===== src/rtl/serial_adder_pkg.sv =====
// Shared definitions for the bit-serial adder.
//   state_t         : FSM state encoding (IDLE, SHIFT, DONE)
//   SA_DEFAULT_WIDTH: default operand/result width in bits
package serial_adder_pkg;

  localparam int SA_DEFAULT_WIDTH = 4;

  typedef enum logic [1:0] {
    IDLE  = 2'b00,
    SHIFT = 2'b01,
    DONE  = 2'b10
  } state_t;

endpackage : serial_adder_pkg


===== src/rtl/serial_adder_fulladd.sv =====
// One-bit full adder used as the per-bit arithmetic stage of serial_adder.
// Ports:
//   a, b, cin : operand bits and carry-in
//   s, cout   : sum bit and carry-out
module fulladd (
  input  logic a,
  input  logic b,
  input  logic cin,
  output logic s,
  output logic cout
);

  assign s    = a ^ b ^ cin;
  assign cout = (a & b) | (cin & (a ^ b));

endmodule : fulladd


===== src/rtl/serial_adder.sv =====
// Bit-serial adder: computes s = (a + b + cin) mod 2^N and cout = bit N of
// the full sum, one bit per clock, LSB first.
// Ports:
//   clk   : clock, all state changes on the rising edge
//   reset : synchronous active-high reset
//   start : begin an addition (only honoured in IDLE)
//   a, b  : N-bit operands, captured on an accepted start
//   cin   : carry-in, captured on an accepted start
//   busy  : high while bits are being shifted (SHIFT state)
//   done  : one-cycle pulse when s/cout hold a fresh result
//   s     : registered N-bit sum
//   cout  : registered carry-out
module serial_adder
  import serial_adder_pkg::*;
#(
  parameter int N = SA_DEFAULT_WIDTH
) (
  input  logic         clk,
  input  logic         reset,
  input  logic         start,
  input  logic [N-1:0] a,
  input  logic [N-1:0] b,
  input  logic         cin,
  output logic         busy,
  output logic         done,
  output logic [N-1:0] s,
  output logic         cout
);

  localparam int CW = (N > 1) ? $clog2(N) : 1;

  state_t          state;
  state_t          next_state;
  logic [N-1:0]    op_a;
  logic [N-1:0]    op_b;
  logic [N-1:0]    result;
  logic            carry;
  logic [CW-1:0]   count;
  logic            sum_bit;
  logic            carry_out;
  logic            last_bit;

  fulladd u_fulladd (
    .a    (op_a[0]),
    .b    (op_b[0]),
    .cin  (carry),
    .s    (sum_bit),
    .cout (carry_out)
  );

  assign last_bit = (count == CW'(N - 1));

  // State register.
  always_ff @(posedge clk) begin
    if (reset) begin
      state <= IDLE;
    end else begin
      state <= next_state;
    end
  end

  // Next-state logic; busy/done depend on the state register only, so no
  // input reaches an output combinationally.
  always_comb begin
    next_state = state;
    busy       = 1'b0;
    done       = 1'b0;
    case (state)
      IDLE: begin
        if (start) begin
          next_state = SHIFT;
        end
      end
      SHIFT: begin
        busy = 1'b1;
        if (last_bit) begin
          next_state = DONE;
        end
      end
      DONE: begin
        done       = 1'b1;
        next_state = IDLE;
      end
      default: begin
        next_state = IDLE;
      end
    endcase
  end

  // Datapath. The result register fills from the MSB end, so after N shifts
  // bit 0 of the sum has reached bit 0. The outputs are loaded from the
  // shifted value on the final SHIFT edge so the last sum bit is included
  // without waiting an extra cycle.
  always_ff @(posedge clk) begin
    if (reset) begin
      op_a   <= '0;
      op_b   <= '0;
      result <= '0;
      carry  <= 1'b0;
      count  <= '0;
      s      <= '0;
      cout   <= 1'b0;
    end else begin
      case (state)
        IDLE: begin
          if (start) begin
            op_a  <= a;
            op_b  <= b;
            carry <= cin;
            count <= '0;
          end
        end
        SHIFT: begin
          result <= {sum_bit, result[N-1:1]};
          op_a   <= {1'b0, op_a[N-1:1]};
          op_b   <= {1'b0, op_b[N-1:1]};
          carry  <= carry_out;
          if (last_bit) begin
            s    <= {sum_bit, result[N-1:1]};
            cout <= carry_out;
          end else begin
            count <= count + CW'(1);
          end
        end
        default: begin
        end
      endcase
    end
  end

endmodule : serial_adder

===== config.mk =====
export PLATFORM = sky130hd
export DESIGN_NAME = serial_adder
export DESIGN_NICKNAME = d
export VERILOG_FILES = /design/src/rtl/serial_adder_pkg.sv /design/src/rtl/serial_adder_fulladd.sv /design/src/rtl/serial_adder.sv
export SDC_FILE = /design/constraint.sdc
export NUM_CORES = 1
export LEC_CHECK = 0
export CAP_MARGIN = 0
export CORE_MARGIN = 1.5
export CORE_UTILIZATION = 40
export CTS_CLUSTER_SIZE = 14
export DETAILED_ROUTE_END_ITERATION = 10
export GPL_TIMING_DRIVEN = 0
export MAX_ROUTING_LAYER = met4
export PLACE_DENSITY = 0.62
export SLEW_MARGIN = 20
export SYNTH_ARGS = -nofsm -noshare
export SYNTH_HDL_FRONTEND = slang
export SYNTH_SLANG_ARGS = --single-unit

===== constraint.sdc =====
create_clock -name clk -period 1.7 [get_ports clk]
set_clock_uncertainty 0.1 [all_clocks]
set_input_delay 0.34 -clock clk [delete_from_list [all_inputs] [get_ports clk]]
set_output_delay 0.34 -clock clk [all_outputs]
set_load 0.05 [all_outputs]

# Word-level counts from Yosys, hierarchy flattened

Cells that the tools add are included.

Flip-flop bits (word level): 22
Bits of input ports: 12
Output and inout bits: 7
Logic and storage cells: 40

$add $sub $neg: 1
Equal/unequal tests: 6
Multiplexer cells: 14
Bitwise logic cells: 5
Reduce and logical (&&, ||, !) cells: 6

Operators with widths:

| kind                                                                   | count |
|---|---|
| 4-bit one-hot mux with 2 select lines                                  | 2 |
| 2-bit 2-to-1 mux                                                       | 4 |
| 4-bit 2-to-1 mux                                                       | 2 |
| 2-bit one-hot mux with 2 select lines                                  | 2 |
| 2-bit != test (second input constant)                                  | 3 |
| 2-bit AND reduction                                                    | 3 |
| 2-bit equality test (second input constant)                            | 2 |
| 1-bit 2-to-1 mux                                                       | 3 |
| 3-bit AND reduction                                                    | 1 |
| 2-bit by 1-bit adder with 2-bit output (second input constant)         | 1 |
| 1-bit bitwise AND                                                      | 2 |
| 2-bit by 1-bit equality test with 1-bit output (second input constant) | 1 |
| 2-bit logical NOT                                                      | 1 |
| 1-bit one-hot mux with 2 select lines                                  | 1 |
| 2-bit nonzero test                                                     | 1 |
| 1-bit XOR                                                              | 2 |
| 1-bit OR                                                               | 1 |

# Longest topological paths before layout

Gate-level depths: netlist of the first run.

Depth after elaboration: 4
Depth in mapped cells: 5
Gate-level depth less buffers: 4

# By module

A second synthesis of the first run with hierarchy kept.

Cells, all modules: 91
Area, all modules: 977.2 µm²

By module, submodules not included:

| module       | times used | cells an instance | area each (µm²) | seq. area each (µm²) |
|---|---|---|---|---|
| serial_adder | 1          | 90                | 957.2           | 420.4 |
| fulladd      | 1          | 1                 | 20.0            | 0.0 |

# Worst setup path before layout of the first run

OpenSTA, ideal clock, no wires.

Path kind: reg-to-output
Start point: register state[0]
End point: output done
Arrival: 1290 ps
Required time: 1260 ps
Path slack: -30 ps
Cell stages (with the launch flop): 4
Buffers on the path: 2
Cells stage by stage: dfxtp_1 -> buf_6 -> buf_4 -> nor2b_1

Cells in the longest elaborated chain, start to end: 2

Ends and longest elaborated chain:

| what                   | RTL line           | source |
|---|---|---|
| start, declared        | serial_adder.sv:32 | `state_t state;` |
| start signal, assigned | serial_adder.sv:58 | `state <= next_state;` |
| 2-bit equality test    | serial_adder.sv:68 | `case (state)` |
| 1-bit 2-to-1 mux       | serial_adder.sv:68 |  |
| end, declared          | serial_adder.sv:25 | `output logic done,` |

Every way passes these cells.

# Worst setup path in the final report of the first run

Same ends and word-level chain as after synthesis.

==> impl_metrics.json, run 1 <==
{
  "antennaDiodeCount": 0,
  "synth_xor_area_frac": 0,
  "cts_tree": "done",
  "status": "completed",
  "ioPinCount": 19,
  "synthSimpleGateAreaFrac": 0.183,
  "dieWidth_um": 51.7,
  "slowest_delay_ns": 0.34,
  "slew_violations": 0,
  "start_util": 0.425,
  "setup_tns_ns": 0,
  "ff2ff_setup_slack_ns": 0.28,
  "path_cells": "buf_6, buf_8, nor2b_2, buf_6",
  "maxCapViolations": 0,
  "p_seq_frac": 0.564,
  "p_total_uw": 946,
  "dieArea_sq_mm": 0.00267,
  "hold_class": "flop to flop",
  "finalCriticalPeriod_ns": 1.64,
  "tightest_slew_ns": 0.645,
  "rsz0062_at_grt": "false",
  "ys.warnings.count": 0,
  "synth_seq_cells": 21,
  "fin_hold_ws_ns": 0.358,
  "die_h_um": 51.7,
  "drc_errors": 0,
  "synthMuxAreaShare": 0.0844,
  "timing.final.crit_share": 0.965,
  "netSwitchingPower_uw": 250,
  "setup_viol": 0,
  "area_delta_synth_final_pct": 29.3,
  "fmax_ghz": 0.609,
  "hold_viol": 0,
  "power.internal_uw": 696,
  "grt_pass1_wl_um": 3040,
  "clock_power_share": 0.252,
  "grt_pass1_vias": 733,
  "vdd.ir_drop.worst_uv": 426,
  "drive_above_1_share": 0.221,
  "clockBufferDepth": 2,
  "switching_share": 0.264,
  "grt.overflow.total": 0,
  "numCtsBuffers": 3,
  "grt_max_degree": 13,
  "relSlewSlack": 0.570,
  "place_congestion": 0.720,
  "h-tree-depth": 1,
  "port_buffers": 18,
  "arrival_ns": 1.20,
  "crit_path_frequent_cell": "buf_6",
  "cts.reportedPaths.clkPinSlew_ns": 0.12,
  "ys_seq_area_frac": 0.443,
  "p_per_area_mw_per_mm2": 771,
  "mostFrequentLayoutCells": "19 x dfxtp_1, 13 x nand2_1, 11 x clkdlybuf4s50_1",
  "syn_inst": 98,
  "grt_usage": 0.161,
  "synth.avg_cell_area_sq_um": 9.68,
  "yosys.cell_types.count": 27,
  "syn_area_sq_um": 948,
  "hpwl_um": 1300,
  "syn_nets": 112,
  "root_buffer": "clkbuf_4",
  "wirelength_um": 1780,
  "power_frac_comb": 0.184,
  "numClockSinks": 21,
  "drt_iter0_markers": 5,
  "vias_per_cell": 5.06,
  "wl_per_cell_um": 11.9,
  "drtPass1Iterations": 4,
  "vias": 759,
  "worstPathRequired_ns": 1.26,
  "start_kind": "flop",
  "cp_max_fo": 10,
  "rows": 17,
  "antenna_found_initial": 0,
  "core_area_sq_mm": 0.00223,
  "drtAntennaViolNets": 0,
  "crit_path_end_kind": "output port",
  "synthAdderAreaFrac": 0.0343,
  "worst_path_max_delay_cell": "dfxtp_2",
  "final_common_cell": "dfxtp_1",
  "crit_type": "flop to output port",
  "leakagePower_nw": 0.472,
  "clkLatencyLatePin_ns": 0.30,
  "cts_hold_buffers": 0,
  "synth_compound_area_frac": 0.194,
  "fin_nets": 137,
  "synth_top_family_by_area": "compound AO/OA/AOI/OAI gates"
}
[path summary, 6_finish.rpt]
path              cells after the start       end      from
setup / recovery                      4      done  state[0]
hold / removal                        2      s[2]      s[2]
setup reg to reg                      5  count[0]  count[0]
hold reg to reg                       2      s[2]      s[2]
[repair_timing]
| item | in CTS | in global routing |
|---|---|---|
| buffers inserted | 0 | 2 |
| resized for setup | 20 | 5 |
| setup endpoints to repair | 7 | 2 |
[power groups by stage]
stage | logic [mW] | registers, mW | clock network [mW]
final | 0.174 | 0.534 | 0.238
after global routing | 0.191 | 0.537 | 0.267
after CTS | 0.164 | 0.534 | 0.250
after detailed placement | 0.163 | 0.545 | 0
after global placement | 0.162 | 0.544 | 0
after floorplan | 0.114 | 0.542 | 0
[through the flow]
stage,utilization,setup WS [ns],instances,instance area [sq um]
CTS,0.533,0.00681,148,1190
finish,0.549,0.0592,150,1230
floorplan,-,0.227,98,951
global placement,0.522,-0.319,144,1170
global route,0.549,0.00442,150,1230
detailed placement,0.522,-0.305,144,1170
[cell type report]
cell class                 instances  area [sq um]
fill                             218          1010
multi-input combinational         69           480
sequential                        21           423
timing repair buffer              20           195
buffer                             6          57.6
tap                               28          35.0
clock buffer                       3          22.5
inverter                           2          7.51
clock inverter                     1          5.00
[flip-flops by register name (all words and copies together), names as in the netlist]
| signal | cells |
|---|---|
| op_a | 4 |
| op_b | 4 |
| s | 4 |
| result | 3 |
| count | 2 |
| state | 2 |
| carry | 1 |
| cout | 1 |
[critical path: cells and delay by family (launching register included)]
family / cells / cell delay (ns)
flops: 1 / 0.34
buf+inv: 3 / 0.45
simple gates: 1 / 0.11
[logic make-up (layout without fill, tap and decap cells)]
| group | count (synthesis) | in the layout |
|---|---|---|
| and+or+nand+nor | 37 | 37 |
| AOI/OAI and AO/OA | 22 | 22 |
| DFF | 21 | 21 |
| muxes | 8 | 8 |
| buffers and inverters | 8 | 32 |
| adders and majority gates | 2 | 2 |
[synthesized netlist by cell type (all sizes together)]
| library cell | number | area share |
|---|---|---|
| nor2b | 1 | 0.0066 |
| a31oi | 2 | 0.013 |
| a211oi | 7 | 0.092 |
| buf | 4 | 0.045 |
| dfxtp | 21 | 0.44 |
| nor3b | 1 | 0.0079 |
| fa | 1 | 0.021 |
| nor3 | 1 | 0.0053 |
| mux2i | 8 | 0.084 |
| nor2 | 11 | 0.051 |
| ha | 1 | 0.013 |
| o21bai | 1 | 0.0079 |
| clkbuf | 2 | 0.0079 |
| nand3b | 1 | 0.0079 |
| nor4b | 1 | 0.0092 |
| o21ba | 1 | 0.017 |
| inv | 2 | 0.0079 |
| a22oi | 2 | 0.016 |
| a21oi | 9 | 0.047 |
| nand3 | 7 | 0.037 |
| nand2 | 13 | 0.051 |
| nand2b | 1 | 0.0066 |
[routing by layer]
metal | global-route usage | part of all wire | vias up
met5 | - | 0 | -
met4 | 0.0921 | 0.021 | 0
li1 | - | - | 392
met1 | 0.182 | 0.45 | 351
met2 | 0.267 | 0.50 | 12
met3 | 0.0287 | 0.034 | 4
Note: power is estimated with default switching activity, not from simulation.
==> run 2: changes to the inputs <==
--- a/config.mk
+++ b/config.mk
@@ -8,7 +8,6 @@
 export CAP_MARGIN = 0
 export CORE_MARGIN = 1.5
 export CORE_UTILIZATION = 40
-export CTS_CLUSTER_SIZE = 14
 export DETAILED_ROUTE_END_ITERATION = 10
 export GPL_TIMING_DRIVEN = 0
 export MAX_ROUTING_LAYER = met4
==> results of run 2 <==
The final DEF is identical to that of run 1; final timing and power are the same.
